### src/rtl/divider_seq.sv
// -----------------------------------------------------------------------------
// divider_seq
//   Iterative radix-2 restoring divider that produces one quotient bit per
//   clock. A sequencer requests a division with a start pulse and waits for
//   the one-cycle done pulse. The quotient, remainder and divide-by-zero flag
//   hold their values until the next accepted request reaches FIN.
//
//   Optional build macro: DIVIDER_SEQ_SIGNED_EN
//     undefined : unsigned operands, IDLE -> CALC -> FIN, latency N+1
//     defined   : two's-complement operands. Magnitudes are taken at
//                 acceptance, and a FIX state between CALC and FIN applies
//                 the signs. The quotient truncates toward zero. Latency N+2.
//   A divide by zero always goes straight to FIN and finishes in one cycle.
// -----------------------------------------------------------------------------
module divider_seq #(
  parameter int N = 4
) (
  input  logic         clk,
  input  logic         rst_n,
  input  logic         start,
  input  logic [N-1:0] dividend,
  input  logic [N-1:0] divisor,
  output logic         busy,
  output logic         done,
  output logic [N-1:0] quotient,
  output logic [N-1:0] remainder,
  output logic         div_by_zero
);

  localparam int             CW       = $clog2(N);
  localparam logic [CW-1:0]  CNT_INIT = CW'(N - 1);
  localparam logic [CW-1:0]  CNT_ONE  = CW'(1);
`ifdef DIVIDER_SEQ_SIGNED_EN
  localparam logic [N-1:0]   ONE      = N'(1);
`endif

  typedef enum logic [1:0] {
    IDLE,
    CALC,
`ifdef DIVIDER_SEQ_SIGNED_EN
    FIX,
`endif
    FIN
  } state_e;

  state_e state_q, state_d;

  // Working registers. The divisor is D, the quotient shift register is Q,
  // the partial remainder is R, and the iteration counter is cnt.
  // After every step R is below D, so N bits are enough to hold it. Only the
  // shifted trial value needs the extra (N+1)th bit.
  logic [N-1:0]  d_q,   d_d;
  logic [N-1:0]  qw_q,  qw_d;
  logic [N-1:0]  r_q,   r_d;
  logic [CW-1:0] cnt_q, cnt_d;

  // Result registers that drive the outputs.
  logic [N-1:0]  quo_q, quo_d;
  logic [N-1:0]  rem_q, rem_d;
  logic          dbz_q, dbz_d;

`ifdef DIVIDER_SEQ_SIGNED_EN
  // Sign corrections, recorded at acceptance and applied in FIX.
  logic          neg_quo_q, neg_quo_d;
  logic          neg_rem_q, neg_rem_d;
  logic [N-1:0]  a_mag, b_mag;
`endif

  // One restoring step.
  logic [N:0]    r_shift;
  logic          r_ge;
  logic [N-1:0]  r_step;
  logic [N-1:0]  q_step;

  // Restoring step: shift the next dividend bit into R, then subtract D if
  // the result fits.
  always_comb begin
    r_shift = {r_q, qw_q[N-1]};
    r_ge    = (r_shift >= {1'b0, d_q});
    // The difference is below D, so the low N bits hold the exact result.
    r_step  = r_ge ? (r_shift[N-1:0] - d_q) : r_shift[N-1:0];
    q_step  = {qw_q[N-2:0], r_ge};
  end

`ifdef DIVIDER_SEQ_SIGNED_EN
  // Operand magnitudes. The most-negative value maps to itself, and as an
  // unsigned number that is its true magnitude.
  always_comb begin
    a_mag = dividend[N-1] ? (~dividend + ONE) : dividend;
    b_mag = divisor[N-1]  ? (~divisor  + ONE) : divisor;
  end
`endif

  // Next-state, datapath update and handshake outputs.
  always_comb begin
    // NOTE: every signal gets a default before the case statement. Any path
    // that skips an assignment then keeps its value in the flop, instead of
    // creating a latch.
    state_d = state_q;
    d_d     = d_q;
    qw_d    = qw_q;
    r_d     = r_q;
    cnt_d   = cnt_q;
    quo_d   = quo_q;
    rem_d   = rem_q;
    dbz_d   = dbz_q;
`ifdef DIVIDER_SEQ_SIGNED_EN
    neg_quo_d = neg_quo_q;
    neg_rem_d = neg_rem_q;
`endif
    busy    = 1'b0;
    done    = 1'b0;

    unique case (state_q)
      IDLE: begin
        if (start) begin
          if (divisor == '0) begin
            // Divide by zero skips the iterations and posts its result now.
            quo_d   = '1;
            rem_d   = dividend;
            dbz_d   = 1'b1;
            state_d = FIN;
          end else begin
`ifdef DIVIDER_SEQ_SIGNED_EN
            d_d       = b_mag;
            qw_d      = a_mag;
            neg_quo_d = dividend[N-1] ^ divisor[N-1];
            neg_rem_d = dividend[N-1];
`else
            d_d       = divisor;
            qw_d      = dividend;
`endif
            r_d     = '0;
            cnt_d   = CNT_INIT;
            state_d = CALC;
          end
        end
      end

      CALC: begin
        busy = 1'b1;
        r_d  = r_step;
        qw_d = q_step;
        if (cnt_q == '0) begin
`ifdef DIVIDER_SEQ_SIGNED_EN
          state_d = FIX;
`else
          // Load the final step directly into the result registers, so the
          // results are already valid while done is high.
          quo_d   = q_step;
          rem_d   = r_step;
          dbz_d   = 1'b0;
          state_d = FIN;
`endif
        end else begin
          cnt_d = cnt_q - CNT_ONE;
        end
      end

`ifdef DIVIDER_SEQ_SIGNED_EN
      FIX: begin
        busy    = 1'b1;
        // The quotient sign follows the operand signs. The remainder sign
        // follows the dividend.
        quo_d   = neg_quo_q ? (~qw_q + ONE) : qw_q;
        rem_d   = neg_rem_q ? (~r_q  + ONE) : r_q;
        dbz_d   = 1'b0;
        state_d = FIN;
      end
`endif

      FIN: begin
        // A start request here is ignored. The next one is accepted in IDLE.
        done    = 1'b1;
        state_d = IDLE;
      end

      default: state_d = IDLE;
    endcase
  end

  // State register.
  always_ff @(posedge clk or negedge rst_n) begin
    if (!rst_n) begin
      state_q <= IDLE;
    end else begin
      // NOTE: sequential blocks use non-blocking assignments only. Every flop
      // then samples values from before the edge, whatever the order in
      // which the blocks are evaluated.
      state_q <= state_d;
    end
  end

  // Working and result registers.
  always_ff @(posedge clk or negedge rst_n) begin
    if (!rst_n) begin
      // NOTE: the working registers are reset as well as the outputs. An
      // aborted division then leaves no partial value behind, and
      // simulation starts from known values instead of X.
      d_q       <= '0;
      qw_q      <= '0;
      r_q       <= '0;
      cnt_q     <= '0;
      quo_q     <= '0;
      rem_q     <= '0;
      dbz_q     <= 1'b0;
`ifdef DIVIDER_SEQ_SIGNED_EN
      neg_quo_q <= 1'b0;
      neg_rem_q <= 1'b0;
`endif
    end else begin
      d_q       <= d_d;
      qw_q      <= qw_d;
      r_q       <= r_d;
      cnt_q     <= cnt_d;
      quo_q     <= quo_d;
      rem_q     <= rem_d;
      dbz_q     <= dbz_d;
`ifdef DIVIDER_SEQ_SIGNED_EN
      neg_quo_q <= neg_quo_d;
      neg_rem_q <= neg_rem_d;
`endif
    end
  end

  assign quotient    = quo_q;
  assign remainder   = rem_q;
  assign div_by_zero = dbz_q;

endmodule
### config.mk
export PLATFORM = sky130hd
export DESIGN_NAME = divider_seq
export DESIGN_NICKNAME = d
export VERILOG_FILES = /design/src/rtl/divider_seq.sv
export SDC_FILE = /design/constraint.sdc
export NUM_CORES = 1
export LEC_CHECK = 0
export ABC_CLOCK_PERIOD_IN_PS = 2700
export CORE_AREA = 2 2 76 78
export CTS_CLUSTER_DIAMETER = 30
export DETAILED_ROUTE_END_ITERATION = 8
export DIE_AREA = 0 0 78 80
export GPL_ROUTABILITY_DRIVEN = 0
export PLACE_DENSITY = 0.45
export SYNTH_ARGS = -nofsm -noshare
export SYNTH_HDL_FRONTEND = slang
export SYNTH_SLANG_ARGS = --single-unit
### constraint.sdc
create_clock -name clk -period 2.7 [get_ports clk]
set_clock_uncertainty 0.15 [all_clocks]
set_input_delay 0.54 -clock clk [delete_from_list [all_inputs] [get_ports clk]]
set_output_delay 0.54 -clock clk [all_outputs]
set_load 0.1 [all_outputs]
# After elaboration in Yosys (flattened, before gate mapping)
# Cells that the tools add are included.
totals:
  regBits: 25
  out_inout_bits: 11
  wordCells: 57
op_classes:
  addsub: 2
  magnitude_cmp: 1
  n_eq_ne: 7
  mux: 29
  bitwise_logic: 1
  reduce_logical: 9
ops:
  columns: ["operator", "n"]
  rows:
  - ["two-way mux 4 bit", 11]
  - ["case mux 4 bit (2 select lines)", 4]
  - ["two-way mux 2 bit", 6]
  - ["!= test 2 bit (second input constant)", 5]
  - ["case mux 2 bit (2 select lines)", 2]
  - ["AND reduction 4 bit", 2]
  - ["AND reduction 3 bit", 2]
  - [">= comparator 5 x 4 -> 1 bit", 1]
  - ["two-way mux 1 bit", 5]
  - ["zero test 2 bit", 2]
  - ["zero test 4 bit", 1]
  - ["subtractor 4 bit", 1]
  - ["equality test 2 x 1 -> 1 bit (second input constant)", 1]
  - ["equality test 2 bit (second input constant)", 1]
  - ["case mux 1 bit (2 select lines)", 1]
  - ["AND reduction 2 bit", 1]
  - ["nonzero test 2 bit", 1]
  - ["subtractor 2 x 1 -> 2 bit (second input constant)", 1]
  - ["NOT 1 bit", 1]

# Logic depth before layout (Yosys ltp)
# Gate-level depths: netlist of the first run.
logic_depth:
  ltp_word: 4
  mapped_depth: 7
  ltp_nobuf: 6

# Worst setup path after synthesis of the first run
# Ideal clock, no wire load.
synth_timing:
  path_type: "register -> output"
  from: "reg state_q[1]"
  to: "out done"
  t_arrival_ps: 1822
  path_slack_ps: 188
  stages_incl_launch_ff: 3
  n_path_buf: 0
  path_cell_list: "dfrtp_1 clkinv_1 nor2_1"
synth_via:
  elab_chain_len: 2
synth_lines:
  columns: ["element", "line", "source"]
  rows:
  - ["start, declared", "46", "state_e state_q, state_d;"]
  - ["start signal, assigned", "190", "state_q <= state_d;"]
  - ["equality test 2 bit", "114", "unique case (state_q)"]
  - ["two-way mux 1 bit", "114", null]
  - ["end, declared", "24", "output logic done,"]
# No other way between the ends.

# Worst setup path in the final report of the first run
layout_timing:
  from: "reg state_q[1]"
  to: "out busy"
layout_via:
  elab_chain_len: 2
layout_lines:
  columns: ["element", "line", "source"]
  rows:
  - ["equality test 2 x 1 -> 1 bit", "114", null]
  - ["two-way mux 1 bit", "114", null]
  - ["end, declared", "23", "output logic busy,"]
# No other way between the ends.

==> reports/metrics.cfg, run 1 <==
[status]
status = finished, final reports clean

[yosys]
netlist.area_leader.share_pct = 47.8
synthArstFlopShare_pct = 100
yosys.area.top_type = dfrtp_1
yosysWarnings = 0
mappedNetlistNets = 144
synth_seq_area_share_pct = 47.8
synth_seq_cells = 25
synthCells = 127
syn_area_um2 = 1310
synth_edf_count = 0
ys_types = 38
syn_area_per_cell_um2 = 10.3
synth.area.top_cells = dfrtp_1 (48%), ha_1 (4.8%), a21oi_1 (4.2%)
synth_ff_type = dfrtp_1

[timing]
hold_violations = 0
clock.fmax_ghz = 0.433
report.final.slew_viol_count = 0
tns_ps = 0
setup_violations = 0
fin_crit_sh_pct = 85.6
rsz0062_at_grt = false
tightest_slew_ps = 496
slew_headroom_pct = 66.7
finalCriticalPeriod_ps = 2310

[run]
drv_cap = 0

[clocking]
path_clk_slew_ps = 100
clock_latency_ps = 270
cts_root_buffer = clkbuf_8
post_cts_resize_count = 0
htree_num_levels = 1
clkSinkCount = 25
clk_path_buf_depth = 2
cts_tree = built
postCtsSetupRepairBufs = 0
holdBufCountCts = 0
numCtsBuffers = 3

[floorplan]
rows = 27
coreArea_um2 = 5410
start_util_pct = 24.2
die_area_um2 = 6240
die_h_um = 80
pin_count = 22
die_w_um = 78

[layout]
n_fill_cell = 586
layout-drive-gt1-share_pct = 20.3
register_area_um2 = 626
multiInputGateArea_um2 = 626
nets = 171
design_area_um2 = 1650
n_antenna_cell = 0
areaGrowthSynthToFinish_pct = 26.4

[setup_path]
reg2reg_depth = 6
start_kind = register
crit_fanout = 9
r2r_slack_ps = 550
critPathArrivalTime_ps = 1620
cp-startpoint = state_q[1]$_DFFE_PN0P_
r2r_start = d_q[1]$_DFFE_PN0P_
end_kind = output pin
worstSetupEndpoint = busy
required_ps = 2010
path_class = register to output pin
r2r-end = remainder[2]$_DFFE_PN0P_

[drt]
drt-vias-per-instance = 4.63
wl_per_cell_um = 14.6
vias = 1041
wl_um = 3300
post-route-drc-count = 0
detail-route-antenna-nets = 0
drt_iter0_markers = 50
dr.pass1.iters = 4

[placement]
dpl.hpwl_um = 2550
dpl_cell_area_um2 = 1600
numPortBuffers = 21

[global_route]
grt_pass1_vias = 1107
grt_usage_pct = 11.4
grt_max_degree = 26
antenna_found_initial = 0
grt_pass1_wl_um = 5540
overflow = 0

[min_path]
hp-class = register to register

==> synthesized netlist by cell type (2+ instances only) <==
cell	instances
a41oi_2	2
dfrtp_1	25
mux2_2	4
o22a_1	3
o211ai_1	5
a21oi_1	11
a31oi_1	5
inv_1	11
or4_4	2
nor4_1	2
nand3_1	4
nor2_1	7
nand4b_1	2
o21ai_0	4
ha_1	5
nand2_1	13
==> routing by layer <==
metal  up-vias  routed length (µm)  global-route usage (%)
li1        514                   -                       -
met1       500                1680                    15.7
met2        23                1460                    18.5
met3         4                 130                    2.49
met4         0                  25                    1.93
met5         -                   0                       0
==> worst max-delay path, stage by stage, from the launching register on <==
cell,delay [ps]
dfrtp_1,400
clkinv_1,210
nand2_2,260
inv_1,230
buf_12,230
==> flip-flops by register name, summed over array words and instances (netlist names) <==
register / cells
d_q: 4
quotient: 4
r_q: 4
div_by_zero: 1
qw_q: 4
remainder: 4
cnt_q: 2
state_q: 2
==> cells in the final DEF (no fill, tap or decap), types with 2 or more instances in the layout <==
| cell type | count |
|---|---|
| dfrtp_1 | 25 |
| nand2_1 | 13 |
| buf_4 | 13 |
| inv_1 | 11 |
| a21oi_1 | 11 |
| clkdlybuf4s50_1 | 10 |
| nor2_1 | 7 |
| o211ai_1 | 5 |
| a31oi_1 | 5 |
| ha_1 | 5 |
| o21ai_0 | 4 |
| mux2_2 | 4 |
| nand3_1 | 4 |
| o22a_1 | 3 |
| clkbuf_8 | 3 |
| nor4_1 | 2 |
| or4_4 | 2 |
| a41oi_2 | 2 |
| nand4b_1 | 2 |
==> worst min-delay path by stage <==
stage                                       start  slack (ps)                 endpoint  cells past startpoint
after global placement    quotient[2]$_DFFE_PN0P_         330  quotient[2]$_DFFE_PN0P_                      1
after detailed placement  div_by_zero$_DFFE_PN0P_         330  div_by_zero$_DFFE_PN0P_                      1
after floorplan                             rst_n          90     cnt_q[0]$_DFFE_PN0P_                      0
after global routing           d_q[2]$_DFFE_PN0P_         390       d_q[2]$_DFFE_PN0P_                      1
after CTS                 div_by_zero$_DFFE_PN0P_         370  div_by_zero$_DFFE_PN0P_                      1
final                     quotient[2]$_DFFE_PN0P_         360  quotient[2]$_DFFE_PN0P_                      1
==> metrics by stage <==
stage                     instances  util (%)  setup slack (ps)  hold WS (ps)
final                           225      30.6               389           358
after detailed placement        221      29.7               218           333
after global routing            225      30.6               270           388
after floorplan                 127         -               188          94.4
after CTS                       225      30.6               372           367
after global placement          221      29.7               288           331
==> kinds of logic (layout without fill, tap and decap cells) <==
group                      count (synthesis)  in the layout  synth area share [%]
muxes                                      4              4                  3.44
and+or+nand+nor                           40             40                  16.4
DFF                                       25             25                  47.8
buffers and inverters                     14             40                  4.40
xor gates and xnor gates                   1              1                 0.669
adders and majority gates                  6              6                  6.31
AOI/OAI and AO/OA                         37             37                  21.0
==> final cells by class <==
| cell class | instances | area share (%) |
|---|---|---|
| Clock buffer | 3 | 2.50 |
| Sequential cell | 25 | 37.8 |
| Inverter | 12 | 2.72 |
| Timing Repair Buffer | 24 | 13.2 |
| Multi-Input combinational cell | 88 | 37.8 |
| Clock inverter | 1 | 0.529 |
| Tap cell | 72 | 5.45 |
Power of run 1 is not shown: default switching activity piles up to over one toggle a cycle in this logic, so the estimate is an artifact.
==> run 2: changes to the inputs <==
Settings changed: DONT_BUFFER_PORTS set to 1, PLACE_DENSITY 0.45 to 0.39.
==> reports/metrics.cfg, run 2 (same netlist as run 1, synthesis figures left out) <==
[drt]
post-route-drc-count = 0  ; unchanged
drt_iter0_markers = 50  ; unchanged
vias = 1036  ; -0.48%
dr.pass1.iters = 4  ; unchanged
drt-vias-per-instance = 4.93  ; +6.6%
wl_per_cell_um = 15.5  ; +5.6%
detail-route-antenna-nets = 0  ; unchanged
wl_um = 3250  ; -1.4%

[clocking]
htree_num_levels = 1  ; unchanged
cts_root_buffer = clkbuf_8
clkSinkCount = 25  ; unchanged
postCtsSetupRepairBufs = 0  ; unchanged
clk_path_buf_depth = 2  ; unchanged
clock_latency_ps = 270  ; about the same
holdBufCountCts = 2  ; +2
post_cts_resize_count = 0  ; unchanged
path_clk_slew_ps = 90  ; about the same
numCtsBuffers = 3  ; unchanged
cts_tree = built

[layout]
design_area_um2 = 1520  ; -8.2%
instances_no_fill = 210  ; -6.7%
mostFrequentLayoutCells = dfrtp_1 (25), nand2_1 (13), inv_1 (11), a21oi_1 (11), buf_4 (7)
areaGrowthSynthToFinish_pct = 16.0
layout-drive-gt1-share_pct = 18.8  ; -1.4 points
nets = 156  ; -8.8%
n_antenna_cell = 0  ; unchanged
final_common_cell = dfrtp_1

[timing]
finalCriticalPeriod_ps = 2320  ; +6.95 ps
setup_violations = 0  ; unchanged
hold_violations = 0  ; unchanged
slew_headroom_pct = 39.1  ; -28 points
clock.fmax_ghz = 0.431  ; -0.30%
hold_ws_ps = 262  ; -96.2 ps
report.final.slew_viol_count = 0  ; unchanged
rsz0062_at_grt = false
tightest_slew_ps = 914  ; +418 ps
tns_ps = 0  ; unchanged
fin_crit_sh_pct = 85.9  ; +0.26 points

[min_path]
hp-class = primary input to register

[setup_path]
critPathArrivalTime_ps = 1630  ; about the same
r2r_slack_ps = 620  ; +70 ps
start_kind = register
path_class = register to output pin
crit_fanout = 10  ; +1
max_stage_delay_ps = 400  ; about the same
required_ps = 2010  ; about the same
end_kind = output pin
path_cells = clkinv_1, nand2_2, inv_1, buf_4
worst_path_max_delay_cell = dfrtp_1

[global_route]
grt_max_degree = 26  ; unchanged
overflow = 0  ; unchanged
grt_pass1_vias = 1124  ; +1.5%
grt_pass1_wl_um = 5600  ; +1.1%
grt_usage_pct = 11.5  ; +0.096 points
antenna_found_initial = 0  ; unchanged

[placement]
numPortBuffers = 0  ; -100%
dp_cells = 204  ; -7.7%
dpl.hpwl_um = 2480  ; -2.7%
dpl_cell_area_um2 = 1440  ; -10%

[floorplan]
die_w_um = 78  ; unchanged
start_util_pct = 24.2  ; unchanged
rows = 27  ; unchanged
die_h_um = 80  ; unchanged
die_area_um2 = 6240  ; unchanged
coreArea_um2 = 5410  ; unchanged
pin_count = 22  ; unchanged

[run]
drv_cap = 0  ; unchanged

[status]
status = finished, final reports clean

==> run 2: changes by cell type in the layout (fill, tap and decap cells not counted) <==
cell,delta
clkinv_2,+1
clkdlybuf4s50_1,-10
inv_6,-1
dlygate4sd3_1,+1
nor2_2,+1
nor2_1,-1
buf_4,-6
==> run 2: metrics by stage <==
stage / setup slack [ps] / utilization [%]
final: 382 / 28.1
after global routing: 277 / 28.1
after CTS: 371 / 28.1
after detailed placement: 635 / 26.7
after global placement: 645 / 26.7
after floorplan: 188 / -
==> run 2: cell type report <==
type                    instances  area [µm²]
clock buffers                   3        41.3
flip-flops and latches         25         626
repair buffers                  9        82.6
inverters                      12        45.0
well taps                      72        90.1
fillers                       596        3890
clock inverters                 1        5.00
multi-input cells              88         628
==> run 2: per-layer routing <==
layer	GRT usage, %	part of all wire (%)	vias up
met1	14.3	45	517
li1	-	-	484
met3	2.15	5.5	7
met4	3.51	1.4	0
met5	0	0	-
met2	20.1	48	28
==> run 2: path summary, 6_finish.rpt <==
| path | startpoint | end | cells past startpoint |
|---|---|---|---|
| worst max register to register | qw_q[3]$_DFFE_PN0P_ | remainder[1]$_DFFE_PN0P_ | 5 |
| worst max-delay path | state_q[1]$_DFFE_PN0P_ | busy | 4 |
| max in group asynchronous | rst_n | d_q[1]$_DFFE_PN0P_ | 2 |
| min in group asynchronous | rst_n | cnt_q[0]$_DFFE_PN0P_ | 2 |
| worst min register to register | d_q[2]$_DFFE_PN0P_ | d_q[2]$_DFFE_PN0P_ | 1 |
| worst min-delay path | divisor[2] | d_q[2]$_DFFE_PN0P_ | 1 |
==> run 2: critical path, delay by kind of cell (launching register included) <==
| family | cells | cell delay (ps) |
|---|---|---|
| buffers and inverters | 3 | 650 |
| AND/OR/NAND/NOR | 1 | 300 |
| flip-flops | 1 | 400 |
Power of run 2 is left out for the same reason.
